`src/rtl/wide_acc_pkg.sv`:
```
// Shared sizing helpers for the wide streaming accumulator.
// Latency: n/a (compile-time constants only).
// Backpressure: n/a.
package wide_acc_pkg;

   // Number of carry-pipeline chunks needed to cover the accumulator.
   function automatic int calc_num_stages(input int acc_width, input int stage_width);
      return (acc_width + stage_width - 1) / stage_width;
   endfunction

   // Width of the most significant chunk (may be narrower than the others).
   function automatic int calc_top_width(input int acc_width, input int stage_width);
      return acc_width - (calc_num_stages(acc_width, stage_width) - 1) * stage_width;
   endfunction

   // Edge-to-edge latency from the accepting edge of a last sample to out_valid:
   // one input register, one adder per chunk along the skew, one output register.
   function automatic int calc_latency(input int acc_width, input int stage_width);
      return calc_num_stages(acc_width, stage_width) + 1;
   endfunction

   localparam int DEFAULT_ACC_WIDTH   = 272;
   localparam int DEFAULT_STAGE_WIDTH = 64;
   localparam int DEFAULT_LATENCY     = calc_latency(DEFAULT_ACC_WIDTH, DEFAULT_STAGE_WIDTH);

endpackage

```
`src/rtl/acc_chunk_stage.sv`:
```
// One chunk of the skewed accumulator: input skew, chunk adder + carry, output deskew.
// Latency: CHUNK_IDX skew cycles in, 1 adder cycle, NUM_STAGES-CHUNK_IDX-1 deskew cycles out.
// Backpressure: none; processes a chunk on every skewed valid.
module acc_chunk_stage
   import wide_acc_pkg::*;
#(
   parameter int CHUNK_IDX  = 0,
   parameter int NUM_STAGES = 1,
   parameter int CW         = 64
) (
   input  logic          clk,
   input  logic          reset,
   input  logic          in_valid,
   input  logic          in_last,
   input  logic [CW-1:0] in_data,
   input  logic          carry_in,
   output logic          carry_out,
   output logic [CW-1:0] sum_out
);

   // Capture register plus the deskew delay needed to line up with the top chunk.
   localparam int DSK_DEPTH = NUM_STAGES - CHUNK_IDX;

   logic          sk_valid;
   logic          sk_last;
   logic [CW-1:0] sk_data;

   generate
      if (CHUNK_IDX == 0) begin : g_no_skew
         assign sk_valid = in_valid;
         assign sk_last  = in_last;
         assign sk_data  = in_data;
      end else begin : g_skew
         logic [CHUNK_IDX-1:0] v_sr;
         logic [CHUNK_IDX-1:0] l_sr;
         logic [CW-1:0]        d_sr [CHUNK_IDX];

         // Delay the chunk and its flags so it meets the carry from the chunk below.
         always_ff @(posedge clk or posedge reset) begin
            if (reset) begin
               v_sr <= '0;
               l_sr <= '0;
               for (int i = 0; i < CHUNK_IDX; i++) d_sr[i] <= '0;
            end else begin
               v_sr[0] <= in_valid;
               l_sr[0] <= in_last;
               d_sr[0] <= in_data;
               for (int i = 1; i < CHUNK_IDX; i++) begin
                  v_sr[i] <= v_sr[i-1];
                  l_sr[i] <= l_sr[i-1];
                  d_sr[i] <= d_sr[i-1];
               end
            end
         end

         assign sk_valid = v_sr[CHUNK_IDX-1];
         assign sk_last  = l_sr[CHUNK_IDX-1];
         assign sk_data  = d_sr[CHUNK_IDX-1];
      end
   endgenerate

   // cont=1 means the next sample continues the current group; cleared by
   // reset and by a last sample so the next group starts from a zero base.
   logic          cont;
   logic [CW-1:0] acc;
   logic [CW-1:0] base;
   logic [CW:0]   full;

   // Chunk adder with registered carry from the chunk below.
   always_comb begin
      base = cont ? acc : '0;
      full = {1'b0, base} + {1'b0, sk_data} + {{CW{1'b0}}, carry_in};
   end

   // Accumulator, carry and group-continuation state; carry is a one-cycle pulse.
   always_ff @(posedge clk or posedge reset) begin
      if (reset) begin
         acc       <= '0;
         carry_out <= 1'b0;
         cont      <= 1'b0;
      end else if (sk_valid) begin
         acc       <= full[CW-1:0];
         carry_out <= full[CW];
         cont      <= ~sk_last;
      end else begin
         carry_out <= 1'b0;
      end
   end

   logic [CW-1:0] dsk [DSK_DEPTH];

   // Capture the closing chunk sum and walk it to the common alignment point.
   always_ff @(posedge clk or posedge reset) begin
      if (reset) begin
         for (int i = 0; i < DSK_DEPTH; i++) dsk[i] <= '0;
      end else begin
         if (sk_valid && sk_last) dsk[0] <= full[CW-1:0];
         for (int i = 1; i < DSK_DEPTH; i++) dsk[i] <= dsk[i-1];
      end
   end

   assign sum_out = dsk[DSK_DEPTH-1];

endmodule

```
`src/rtl/wide_acc_pipe.sv`:
```
// Streaming group accumulator with a chunked, skewed carry chain; emits group sum and count.
// Latency: out_valid NUM_STAGES+1 cycles after the edge accepting the last sample.
// Backpressure: none; accepts a sample every cycle in_valid is high.
module wide_acc_pipe
   import wide_acc_pkg::*;
#(
   parameter int IN_WIDTH    = 256,
   parameter int ACC_WIDTH   = 272,
   parameter int STAGE_WIDTH = 64,
   parameter int CNT_WIDTH   = 16
) (
   input  logic                 clk,
   input  logic                 reset,
   input  logic                 in_valid,
   input  logic                 in_last,
   input  logic [IN_WIDTH-1:0]  in_data,
   output logic                 out_valid,
   output logic [ACC_WIDTH-1:0] out_sum,
   output logic [CNT_WIDTH-1:0] out_count
);

   localparam int NUM_STAGES = calc_num_stages(ACC_WIDTH, STAGE_WIDTH);
   localparam int TOP_WIDTH  = calc_top_width(ACC_WIDTH, STAGE_WIDTH);
   localparam int LAT_CYCLES = calc_latency(ACC_WIDTH, STAGE_WIDTH);

   logic                 acc_valid;
   logic                 acc_last;
   logic [ACC_WIDTH-1:0] acc_data;

   // Accept register: sign-extend the sample once, qualify last with valid.
   always_ff @(posedge clk or posedge reset) begin
      if (reset) begin
         acc_valid <= 1'b0;
         acc_last  <= 1'b0;
         acc_data  <= '0;
      end else begin
         acc_valid <= in_valid;
         acc_last  <= in_valid & in_last;
         acc_data  <= ACC_WIDTH'($signed(in_data));
      end
   end

   logic [CNT_WIDTH-1:0] cnt;
   logic [CNT_WIDTH-1:0] cnt_next;
   logic [LAT_CYCLES-1:0] last_pipe;
   logic [CNT_WIDTH-1:0] cnt_pipe [LAT_CYCLES];

   // Saturating increment of the running sample count.
   always_comb begin
      cnt_next = (&cnt) ? cnt : cnt + CNT_WIDTH'(1);
   end

   // Group sample counter and the count/last delay lines that track the sum pipeline.
   always_ff @(posedge clk or posedge reset) begin
      if (reset) begin
         cnt       <= '0;
         last_pipe <= '0;
         for (int i = 0; i < LAT_CYCLES; i++) cnt_pipe[i] <= '0;
      end else begin
         if (in_valid) cnt <= in_last ? '0 : cnt_next;
         last_pipe[0] <= in_valid & in_last;
         if (in_valid && in_last) cnt_pipe[0] <= cnt_next;
         for (int i = 1; i < LAT_CYCLES; i++) begin
            last_pipe[i] <= last_pipe[i-1];
            cnt_pipe[i]  <= cnt_pipe[i-1];
         end
      end
   end

   logic [NUM_STAGES-1:0] carry;
   logic [ACC_WIDTH-1:0]  sum_aligned;

   generate
      for (genvar k = 0; k < NUM_STAGES; k++) begin : g_chunk
         localparam int CW = (k == NUM_STAGES - 1) ? TOP_WIDTH : STAGE_WIDTH;
         logic cin;

         if (k == 0) begin : g_cin0
            assign cin = 1'b0;
         end else begin : g_cin
            assign cin = carry[k-1];
         end

         acc_chunk_stage #(
            .CHUNK_IDX (k),
            .NUM_STAGES(NUM_STAGES),
            .CW        (CW)
         ) u_stage (
            .clk      (clk),
            .reset    (reset),
            .in_valid (acc_valid),
            .in_last  (acc_last),
            .in_data  (acc_data[k*STAGE_WIDTH +: CW]),
            .carry_in (cin),
            .carry_out(carry[k]),
            .sum_out  (sum_aligned[k*STAGE_WIDTH +: CW])
         );
      end
   endgenerate

   // Carry out of the top chunk is the modulo-2^ACC_WIDTH wrap and is dropped.
   logic unused_top_carry;
   assign unused_top_carry = carry[NUM_STAGES-1];

   // Output register: load sum and count on the aligned last, otherwise hold.
   always_ff @(posedge clk or posedge reset) begin
      if (reset) begin
         out_valid <= 1'b0;
         out_sum   <= '0;
         out_count <= '0;
      end else begin
         out_valid <= last_pipe[LAT_CYCLES-1];
         if (last_pipe[LAT_CYCLES-1]) begin
            out_sum   <= sum_aligned;
            out_count <= cnt_pipe[LAT_CYCLES-1];
         end
      end
   end

endmodule

```
`config.mk`:
```
export PLATFORM = sky130hd
export DESIGN_NAME = wide_acc_pipe
export DESIGN_NICKNAME = d
export VERILOG_FILES = /design/src/rtl/wide_acc_pkg.sv /design/src/rtl/acc_chunk_stage.sv /design/src/rtl/wide_acc_pipe.sv
export SDC_FILE = /design/constraint.sdc
export NUM_CORES = 2
export LEC_CHECK = 0
export BUFFER_PORTS_ARGS = -buffer_cell sky130_fd_sc_hd__buf_2
export CELL_PAD_IN_SITES_DETAIL_PLACEMENT = 0
export CELL_PAD_IN_SITES_GLOBAL_PLACEMENT = 1
export CORE_MARGIN = 2
export CORE_UTILIZATION = 54
export CTS_BUF_LIST = sky130_fd_sc_hd__clkbuf_16
export CTS_CLUSTER_SIZE = 40
export DETAILED_ROUTE_END_ITERATION = 7
export GPL_TIMING_DRIVEN = 0
export PLACE_DENSITY = 0.88
export SLEW_MARGIN = 20
export SYNTH_ARGS = -nofsm -noshare
export SYNTH_HDL_FRONTEND = slang
export SYNTH_SLANG_ARGS = --single-unit
```
`constraint.sdc`:
```
create_clock -name clk -period 129.7 [get_ports clk]
set_input_delay 6.485 -clock clk [delete_from_list [all_inputs] [get_ports clk]]
set_output_delay 6.485 -clock clk [all_outputs]
set_load 0.02 [all_outputs]
```
==> impl_metrics.json <==
{
  "final.min_clock_period_ps": 8840,
  "max-slew-margin-rel_pct": 24.1,
  "htreeDepth": 4,
  "hpwlAfterDp_um": 125000,
  "setup_ws_ps": 120860,
  "grt_pass1_wl_um": 278000,
  "synth_top_family_by_area": "multiplexers",
  "cap_violations": 0,
  "ys_warn_count": 0,
  "synthFlopType": "dfrtp_1",
  "pre_cts_ws_ps": 119870,
  "p_sw_uw": 789,
  "cts_setup_buffers": 0,
  "synth-simple-area-share_pct": 6.18,
  "yosysUniqueCellTypes": 71,
  "via_per_inst": 5.37,
  "fin_nets": 7218,
  "clk_latency_ps": 820,
  "cts_root_buffer": "clkbuf_16",
  "first_global_vias": 49200,
  "fmax_mhz": 113,
  "routed-via-count": 47800,
  "cp-end-kind": "asynchronous set/reset pin",
  "hold_viol_final": 0,
  "critPathLaunchType": "input port",
  "drt_wl_total_um": 176000,
  "fin_crit_sh_pct": 6.82,
  "syn_to_final_growth_pct": 15.2,
  "rsz0062_at_grt": "no",
  "reg2reg_slack_ps": 124090,
  "grt_max_degree": 117,
  "gp_congestion": 0.898,
  "pwr-share-clk_pct": 24.7,
  "rows": 144,
  "io_pins": 549,
  "rr_startpoint": "g_chunk[3].u_stage.cont",
  "crit_type": "input port to asynchronous set/reset pin",
  "worst_pin_slew_ps": 1120,
  "die_y_um": 397,
  "critical-path-top-cell-by-count": "buf_16",
  "vdd_drop_max_v": 0.0000171,
  "fp.dieW_um": 397,
  "port_buffers": 548,
  "finalSetupTns_ps": 0,
  "antenna_found_initial": 17,
  "wl_per_cell_um": 19.8,
  "drt-initial-drc-count": 3373,
  "pwr-share-comb_pct": 31.0,
  "slowest_delay_ps": 440,
  "die-area_um2": 158000,
  "hold_buffers": 0,
  "synthAdderAreaFrac_pct": 4.24,
  "start_util_pct": 54.3,
  "avgSynthCellArea_um2": 14.1,
  "crit_buf_inv": 8,
  "synth_nets": 6434,
  "cts_resized": 0,
  "crit_fanout": 110,
  "synthCells": 5897,
  "ys_seq_elements": 2246,
  "clockBufferDepth": 3,
  "powerDensity_nw_per_um2": 24.8,
  "layout-drive-gt1-share_pct": 24.1,
  "worstPathArrival_ps": 9800,
  "core-area_um2": 154000,
  "clock-sinks": 2246,
  "grt_use_total_pct": 22.7,
  "synth_area_um2": 83400,
  "post_synth_mux_area_share_pct": 10.2,
  "hold_path_class": "flip-flop to flip-flop",
  "critPathTopFamily": "buffers and inverters",
  "clkTransAtPathRegs_ps": 60,
  "synth_compound_area_share_pct": 7.76,
  "leakage_uw": 0.0444,
  "slew_viol_final": 0,
  "worstPathCellList": "buf_2 > inv_8 > buf_16 > buf_16 > buf_16 > buf_16 > buf_16 > buf_16",
  "synthXorXnorAreaFrac_pct": 2.75,
  "worstPathRequired_ps": 130660,
  "finalSetupViolCount": 0,
  "cts_made_buffers": 210,
  "crit_path_start": "reset",
  "gr-total-overflow": 0,
  "outcome": "finished, final reports clean",
  "cts_tree": "built",
  "seq_power_share_pct": 44.3,
  "drt_first_pass_iters": 6,
  "hold_start": "g_chunk[0].u_stage.dsk[76]",
  "ant_nets": 0,
  "seq_area_frac_synth_pct": 67.4,
  "synth_enable_flop_cells": 0,
  "skew_ps": 58.1,
  "drc": 0,
  "swShare_pct": 33.1,
  "synthArstFlopShare_pct": 100,
  "crit_path_top_delay_cell": "buf_16",
  "internal-power_uw": 1600
}
cell usage after synthesis (10+ instances only):
library cell / count / area, um2
a21boi_0: 10 / 75.1
o211ai_1: 15 / 113
o21a_1: 39 / 293
nand2b_1: 36 / 225
a21oi_1: 328 / 1640
inv_1: 101 / 379
a211oi_1: 23 / 173
and2_1: 280 / 1750
nor2_1: 162 / 608
o21bai_1: 67 / 503
xor2_1: 95 / 832
nand4_1: 54 / 338
o21ai_0: 206 / 1030
nand2_1: 277 / 1040
ha_1: 268 / 3350
nor2b_1: 25 / 156
and3_1: 27 / 169
dfrtp_1: 2246 / 56200
nand3_1: 58 / 290
a21o_1: 157 / 1180
mux2_2: 753 / 8480
nor3_1: 35 / 175
a31oi_1: 35 / 219
o31ai_1: 41 / 308
clkbuf_1: 203 / 762
xnor2_1: 167 / 1460
and4_1: 14 / 123
layout by cell type, fill, tap and decap left out, types with 200 or more instances in the layout:
cell / instances
a21oi_1: 328
and2_1: 280
buf_2: 553
clkbuf_1: 200
clkbuf_16: 214
dfrtp_1: 2246
ha_1: 268
mux2_2: 753
nand2_1: 277
o21ai_0: 206
power groups by stage:
stage	clock [uW]	sequential, uW	combinational (uW)
2_1_floorplan	0	1100	490
3_3_place_gp	0	1080	713
3_5_place_dp	0	1070	731
4_1_cts	605	1060	740
5_1_grt	635	1080	814
6_report	590	1060	739
metrics by stage:
step / area [um2] / utilization (%) / cells / total power, uW / hold WS (ps)
CTS: 96100 / 62.5 / 8901 / 2410 / 300
finish: 96100 / 62.5 / 8904 / 2390 / 304
floorplan: 83400 / - / 5897 / 1590 / 331
global route: 96100 / 62.5 / 8902 / 2530 / 308
detailed placement: 89400 / 58.1 / 8513 / 1800 / 335
global placement: 88700 / 57.7 / 8489 / 1790 / 331
per-layer routing:
metal  wire length [um]  track usage (%)  share of wire, %  up-vias
met1              76200             31.3                43    24200
li1                   -                -                 -    22100
met4               5930             7.79               3.4        8
met3              10800             4.83               6.1      300
met5                 50                0             0.028        -
met2              83400             35.9                47     1150
cells by family (layout without fill, tap and decap cells):
kind of cell | count (synthesis) | in the layout
AND/OR/NAND/NOR | 1008 | 1008
multiplexers | 759 | 759
buffers and inverters | 315 | 1275
flip-flops | 2246 | 2246
adder cells (fa/ha/maj) | 277 | 277
other | 0 | 3
AO/OA/AOI/OAI | 1030 | 1030
XOR/XNOR | 262 | 262
path summary, 6_finish.rpt:
kind,end,depth (start not counted)
max,acc_data[92],8
min,g_chunk[0].u_stage.sum_out[12],0
max reg2reg,g_chunk[3].u_stage.dsk[126],15
min reg2reg,g_chunk[0].u_stage.sum_out[12],0
max in group clk,out_sum[64],1
min in group asynchronous,out_sum[4],2
flip-flops by register name (all words and copies together), names as in the netlist, 96 cells and up:
register,flops
cnt_pipe,96
out_sum,272
g_chunk.u_stage.sum_out,272
acc_data,256
g_chunk.u_stage.sk_data,129
g_chunk.u_stage.g_skew.d_sr,256
g_chunk.u_stage.dsk,640
g_chunk.u_stage.acc,272
area by class of cell:
cell class,count,area (um2)
clock inverters,174,1350
well taps,2044,2560
inverters,101,387
plain buffers,214,813
multi-input cells,3336,26000
clock buffers,214,5360
diodes,3,7.51
flip-flops and latches,2246,56200
fillers,11400,57600
repair buffers,572,3400
Note: power is estimated with default switching activity, not from simulation.
